$ cat src/rtl/sub86_boot_ctl.sv
// Boot loader and reset sequencer for the sub86 core: receives a framed image
// over a byte link, writes it into instruction RAM as 16-bit words, then releases the core.
module sub86_boot_ctl #(
  parameter logic [31:0] BASE    = 32'h0000_0000,
  parameter int          TIMEOUT = 1000000,
  parameter int          TO_W    = 20
) (
  input  logic        clk_i,
  input  logic        rstn_i,
  input  logic [7:0]  rx_data_i,
  input  logic        rx_valid_i,
  output logic        rx_ready_o,
  input  logic        reload_i,
  output logic [31:0] ima_o,
  output logic [15:0] imq_o,
  output logic        imwen_o,
  output logic        core_rstn_o,
  output logic        busy_o,
  output logic        done_o,
  output logic        err_o
);

  // state | meaning
  // SYNC  | hunting for the A5 sync byte
  // LENH  | waiting for word count high byte
  // LENL  | waiting for word count low byte
  // DATH  | waiting for first (high) byte of a word
  // DATL  | waiting for second (low) byte of a word
  // WR    | one-cycle RAM write strobe, link stalled
  // CSUM  | waiting for the XOR checksum byte
  // RUN   | image loaded, core released
  typedef enum logic [2:0] {
    S_SYNC, S_LENH, S_LENL, S_DATH, S_DATL, S_WR, S_CSUM, S_RUN
  } state_t;

  localparam logic [TO_W-1:0] GAP_LAST = TO_W'(TIMEOUT - 1);

  state_t           state_q, state_d;
  logic [31:0]      ima_q, ima_d;
  logic [15:0]      imq_q, imq_d;
  logic [15:0]      count_q, count_d;
  logic [7:0]       csum_q, csum_d;
  logic [TO_W-1:0]  gap_q, gap_d;
  logic             err_q, err_d;
  logic             rx_ready_q, rx_ready_d;
  logic             imwen_q, imwen_d;
  logic             core_rstn_q, core_rstn_d;
  logic             busy_q, busy_d;
  logic             done_q, done_d;
  logic             accept;
  logic             waiting;
  logic [15:0]      full_count;

  always_comb begin
    state_d    = state_q;
    ima_d      = ima_q;
    imq_d      = imq_q;
    count_d    = count_q;
    csum_d     = csum_q;
    gap_d      = gap_q;
    err_d      = err_q;
    // a byte offered alongside RELOAD is never taken
    accept     = rx_valid_i & rx_ready_q & ~reload_i;
    waiting    = (state_q == S_LENH) || (state_q == S_LENL) || (state_q == S_DATH) ||
                 (state_q == S_DATL) || (state_q == S_CSUM);
    full_count = {count_q[15:8], rx_data_i};

    if (reload_i) begin
      state_d = S_SYNC;
      err_d   = 1'b0;
      gap_d   = '0;
    end else begin
      case (state_q)
        S_SYNC: begin
          gap_d = '0;
          if (accept && rx_data_i == 8'hA5) begin
            state_d = S_LENH;
            err_d   = 1'b0;
            csum_d  = 8'h00;
            ima_d   = BASE;
          end
        end
        S_LENH: begin
          if (accept) begin
            count_d[15:8] = rx_data_i;
            state_d       = S_LENL;
          end
        end
        S_LENL: begin
          if (accept) begin
            count_d = full_count;
            state_d = (full_count == 16'h0000) ? S_CSUM : S_DATH;
          end
        end
        S_DATH: begin
          if (accept) begin
            imq_d[15:8] = rx_data_i;
            csum_d      = csum_q ^ rx_data_i;
            state_d     = S_DATL;
          end
        end
        S_DATL: begin
          if (accept) begin
            imq_d[7:0] = rx_data_i;
            csum_d     = csum_q ^ rx_data_i;
            state_d    = S_WR;
          end
        end
        S_WR: begin
          ima_d   = ima_q + 32'd2;
          count_d = count_q - 16'd1;
          state_d = (count_q == 16'd1) ? S_CSUM : S_DATH;
        end
        S_CSUM: begin
          if (accept) begin
            if (rx_data_i == csum_q) begin
              state_d = S_RUN;
            end else begin
              state_d = S_SYNC;
              err_d   = 1'b1;
            end
          end
        end
        S_RUN: begin
          gap_d = '0;
        end
        default: state_d = S_SYNC;
      endcase

      // inter-byte gap watchdog overrides any in-frame transition
      if (waiting) begin
        if (accept) begin
          gap_d = '0;
        end else if (gap_q == GAP_LAST) begin
          state_d = S_SYNC;
          err_d   = 1'b1;
          gap_d   = '0;
        end else begin
          gap_d = gap_q + TO_W'(1);
        end
      end
    end

    rx_ready_d  = (state_d != S_WR) && (state_d != S_RUN);
    imwen_d     = (state_d != S_WR);
    core_rstn_d = (state_d == S_RUN);
    done_d      = (state_d == S_RUN);
    busy_d      = (state_d != S_SYNC) && (state_d != S_RUN);
  end

  always_ff @(posedge clk_i) begin
    if (!rstn_i) begin
      state_q     <= S_SYNC;
      ima_q       <= BASE;
      imq_q       <= 16'h0000;
      count_q     <= 16'h0000;
      csum_q      <= 8'h00;
      gap_q       <= '0;
      err_q       <= 1'b0;
      rx_ready_q  <= 1'b0;
      imwen_q     <= 1'b1;
      core_rstn_q <= 1'b0;
      busy_q      <= 1'b0;
      done_q      <= 1'b0;
    end else begin
      state_q     <= state_d;
      ima_q       <= ima_d;
      imq_q       <= imq_d;
      count_q     <= count_d;
      csum_q      <= csum_d;
      gap_q       <= gap_d;
      err_q       <= err_d;
      rx_ready_q  <= rx_ready_d;
      imwen_q     <= imwen_d;
      core_rstn_q <= core_rstn_d;
      busy_q      <= busy_d;
      done_q      <= done_d;
    end
  end

  assign rx_ready_o  = rx_ready_q;
  assign ima_o       = ima_q;
  assign imq_o       = imq_q;
  assign imwen_o     = imwen_q;
  assign core_rstn_o = core_rstn_q;
  assign busy_o      = busy_q;
  assign done_o      = done_q;
  assign err_o       = err_q;

endmodule

$ cat config.mk
export PLATFORM = sky130hd
export DESIGN_NAME = sub86_boot_ctl
export DESIGN_NICKNAME = d
export VERILOG_FILES = /design/src/rtl/sub86_boot_ctl.sv
export SDC_FILE = /design/constraint.sdc
export NUM_CORES = 1
export LEC_CHECK = 0
export ABC_CLOCK_PERIOD_IN_PS = 5700
export BUFFER_PORTS_ARGS = -buffer_cell sky130_fd_sc_hd__buf_2
export CAP_MARGIN = 5
export CORE_UTILIZATION = 55
export DETAILED_ROUTE_END_ITERATION = 10
export PLACE_DENSITY = 0.77
export RECOVER_POWER = 25
export SLEW_MARGIN = 20
export SYNTH_ARGS = -nofsm -noshare
export SYNTH_HDL_FRONTEND = slang
export SYNTH_SLANG_ARGS = --single-unit
$ cat constraint.sdc
create_clock -name clk_i -period 5.7 [get_ports clk_i]
set_clock_uncertainty 0.2 [all_clocks]
set_input_delay 0.285 -clock clk_i [delete_from_list [all_inputs] [get_ports clk_i]]
set_output_delay 0.285 -clock clk_i [all_outputs]
set_load 0.005 [all_outputs]
# After elaboration in Yosys (flattened, before gate mapping)
# Cells that the tools add are included.
# classes
muxes,34
bitwise,6
eq_ne,18
addsub,3
n_reduce_logical,24
# ops
cell,count
$mux W20,4
$pmux W32 S2,1
$mux W3,13
$add A32 B2 Y32 const B,1
$mux W32,1
$mux W8,4
$pmux W8 S2,2
$pmux W8 S3,1
$pmux W3 S7,1
$add A20 B1 Y20 const B,1
$eq A20 B20 Y1 const B,1
$eq A16 B1 Y1 const B,1
$logic_not A16 Y1,1
$sub A16 B1 Y16 const B,1
$eq A3 B3 Y1 const B,5
$reduce_and A3 Y1,4
$reduce_bool A2 Y1,5
$eq A8 B8 Y1,1
$eq A8 B8 Y1 const B,1
$reduce_and A4 Y1,2
$xor A8 B8 Y8,1
$eq A3 B2 Y1 const B,2
$mux W1,6
$ne A2 B2 Y1 const B,3
11 further kinds,22
# word_totals
wordCells,98
reg_bits,100
out_inout_bits,54

# Longest topological paths before layout
# logic_depth
word_depth,11
ltp_mapped,9
ltp_nobuf,8

# Worst setup path before layout
# Ideal clock, no wire load.
# synth_path
path_type,flip-flop to flip-flop
startpoint,register ima_q[4] (netlist: ima_o[4])
endpoint,register ima_q[31] (netlist: ima_o[31])
path_slack_ns,3.186
stages_incl_launch_ff,8
setup_ns,0.126
t_arrival_ns,2.188
cell_sequence,dfxtp_1 -> nand4_2 -> or4_1 -> or4_1 -> buf_4 -> nor4_4 -> xnor2_1 -> nor2_2
# synth_between
elab_chain_len,2
# synth_lines
item,line,text
start: declaration,39,"logic [31:0] ima_q, ima_d;"
start signal: assignment,167,ima_q <= ima_d;
$add A32 B2 Y32,110,ima_d = ima_q + 32'd2;
$pmux W32 S2,73,case (state_q)
# Every way passes these cells.
# A chain may end at the register's enable or synchronous reset.

# Worst setup path in the final report
# layout_path
startpoint,register state_q[0]
endpoint,register ima_q[9] (netlist: ima_o[9])
# layout_between
elab_chain_len,3
# layout_lines
item,line,text
start: declaration,38,"state_t state_q, state_d;"
start signal: assignment,166,state_q <= state_d;
$eq A3 B3 Y1 or $logic_not A3 Y1 (tied branches),73,
$reduce_bool A2 Y1 (no source line) or $ne A2 B2 Y1 (tied branches),n/a,
$reduce_and A3 Y1 (no source line),n/a,
# Parallel ways exist; a longest one is shown, timed or not.

==> summary.txt <==
Synthesis
  – Number of distinct library cells after synthesis: 63
  – FFs w/ async S/R, synth: 0%
  – Register area share after synthesis: 39.93%
  – Mapped Nets: 606
  – Syn_area_per_cell: 8.413 sq um
  – Syn. warnings: 0
  – Post-Syn Area: 0.004964 sq mm
  – Flops & latches, synth: 99
  – Synthesized instance count: 590
  – Synth Flop Type: dfxtp_1
  – Post-synth EDFFs: 0

Finish
  – Register area: 0.001982 sq mm
  – Share of cells above drive strength 1: 14.40%
  – Most frequent cells in the layout: dfxtp_1, nor2_1, buf_2
  – Ant. Diodes: 0
  – Area grow syn2layout: 10.86%
  – Final #Nets: 651
  – Post-Layout Cell Count: 747
  – Most common cell after layout, fill and taps aside: dfxtp_1
  – Area of the multi-input gates: 0.002805 sq mm
  – Fill cells: 764

Clocking
  – CTS sink cnt: 99
  – Worst skew pair latency: 370 ps
  – Clk pin slew, worst setup/hold paths: 100 ps
  – Post-CTS Hold Buffers: 0
  – Clock buffer depth: 2
  – Post-CTS Setup Bufs: 0
  – CTS tree: built
  – Root Driver: clkbuf_8
  – Post-CTS Resized: 0
  – H-tree depth: 3
  – Cts bufs inserted: 9

Routing
  – First drt pass iteration count: 5
  – Antenna-violating nets left: 0
  – Vias per cell: 5.884
  – DRT iter0 DRCs: 236
  – Routed via count: 4395
  – Wirelength per Cell: 14.94 microns
  – Drt total wl: 11160 microns
  – Number of remaining DRC errors: 0

Min path
  – Hold Path Stages: 3
  – HP Class: input pin to flip-flop

Timing
  – Final Cycle Share: 64.63%
  – Worst Tran Pin Value: 1155 ps
  – Final setup viols: 0
  – Fin. Hold Viols: 0
  – Fmax: 271.4 MHz
  – Setup TNS: 0 ps
  – Max Transition Viols Final: 0
  – Worst hold slack: 82.77 ps
  – Fin crit period: 3684 ps
  – Unrepaired setup endpoints after global routing: false
  – Max_slew headroom: 22.21%

Critical path
  – CP max stage delay: 800 ps
  – Stages on worst setup path: 6
  – Crit-path most repeated cell: nor2_1
  – Reg2Reg Setup Slack: 2020 ps
  – Critical path peak fanout: 27
  – CP top delay family: simple AND/OR/NAND/NOR gates
  – Critical Path End Type: flip-flop
  – Worst Path Required: 5730 ps
  – Worst path cell trace: nand3b_1, nor2_1, o211ai_1, or3_2, xor2_1, nor2_1
  – Setup crit start kind: flip-flop
  – Reg2Reg Depth: 6
  – CP max stage cell: nand3b_1
  – Critical path class: flip-flop to flip-flop
  – Critical Path AT: 3710 ps
  – Worst Path Buf+Inv: 0

Pwr
  – PwrDens: 227.1 mW/mm^2
  – Pleak: 0.002081 uW
  – Peak supply drop: 0.1518 mV

Placement
  – Final RePlAce weighted congestion: 0.9446
  – DP Cell Count: 732
  – PortBufs: 64
  – HPWL after DPL: 7700 microns

Die
  – DIE HEIGHT: 97.00 microns
  – Die W: 97.00 microns
  – Initial core utilization: 56.92%
  – Die footprint: 0.009408 sq mm
  – Core outline area: 0.008721 sq mm
  – Num rows: 34
  – Num ports: 66

GRT
  – Largest net degree at the start of global routing: 46
  – Gr usage total: 24.10%
  – Initial antenna violation count: 0
  – First-pass GRT wire length: 18770 microns
  – Vias in the first global route: 3981
  – Grt ovf: 0

Run
  – Max cap viols: 0

Status
  – Status: finished, final reports clean
## state kept, by name, summed over array words and instances (netlist names)
signal and cells:
done_o 1, csum_q 8, ima_o 31, gap_q 20, busy_o 1, imwen_o 1
count_q 16, err_o 1, imq_o 16, state_q 3, rx_ready_o 1
## path summary, 6_finish.rpt
| path | start | to |
|---|---|---|
| max | state_q[0] | ima_o[9] |
| min reg2reg | count_q[7] | count_q[7] |
| min | rx_data_i[1] | imq_o[1] |
| max reg2reg | state_q[0] | ima_o[9] |
## worst reg2reg max path, cell delays in order (launching register included)
cell and delay (ps):
dfxtp_1 670, nand3b_1 800, nor2_1 620, o211ai_1 460
or3_2 610, xor2_1 140, nor2_1 50
## area by class of cell
class | count | share of cell area [%]
clock buffer | 10 | 2.501
clock inverter | 5 | 1.569
inverter | 12 | 0.8186
multi-input combinational | 448 | 50.98
sequential | 99 | 36.02
tap | 108 | 2.456
timing repair buffer | 65 | 5.662
## cell usage after synthesis (3+ instances only)
master,instances,share of area (%)
a21boi_0,13,2.0
or4_1,10,1.5
mux2i_1,17,3.4
nand2_1,39,2.9
nand3b_1,3,0.45
clkbuf_1,23,1.7
inv_1,12,0.91
nor3_1,18,1.8
a31oi_1,7,0.88
nand4_1,13,1.6
nor3_2,3,0.61
nor2b_1,26,3.3
buf_2,3,0.30
and2_1,4,0.50
or3_1,4,0.50
xnor2_1,27,4.8
nor4_1,7,0.88
o21ai_0,32,3.2
xor2_1,23,4.1
nand3_1,23,2.3
and3_1,5,0.63
a22oi_1,5,0.76
nor2_1,86,6.5
buf_4,3,0.45
or3b_2,11,1.9
ha_1,4,1.0
o211ai_1,3,0.45
dfxtp_1,99,40
a21oi_1,20,2.0
and4_1,3,0.53
nand2b_1,3,0.38
## logic make-up (layout without fill, tap and decap cells)
kind of cell | count (synthesis) | in the layout | synth area share, %
and+or+nand+nor | 277 | 277 | 30.50
AOI/OAI and AO/OA | 99 | 99 | 12.68
DFF | 99 | 99 | 39.93
xor gates and xnor gates | 50 | 50 | 8.823
buffers and inverters | 43 | 92 | 3.554
muxes | 17 | 17 | 3.428
adders and majority gates | 4 | 4 | 1.008
other | 1 | 1 | 0.07555
## where the power goes
group          leakage, uW  switching, uW  internal [uW]  total [uW]
clock network     0.000107            252            260         512
registers         0.000797           1.53            692         694
logic              0.00118           28.1           15.9        43.9
total              0.00208            282            968        1250
## metal layers
| metal | vias to the layer above | track usage, % | part of all wire (%) |
|---|---|---|---|
| met5 | - | 0 | 0 |
| met4 | 0 | 8.955 | 1.6 |
| met3 | 15 | 4.552 | 5.9 |
| met2 | 149 | 39.65 | 48 |
| met1 | 2074 | 31.37 | 45 |
| li1 | 2157 | - | - |
## metrics by stage
stage / power (uW) / utilization (%) / instance area [sq um] / worst slack (ps)
final: 1250 / 63.10 / 5503 / 2016
after global routing: 1279 / 63.10 / 5503 / 1604
after CTS: 1256 / 63.29 / 5519 / 2040
after detailed placement: 753.2 / 60.72 / 5295 / 2049
after global placement: 752.6 / 60.72 / 5295 / 2164
after floorplan: 739.7 / - / 4964 / 3186
(Power assumes the default switching activity.)
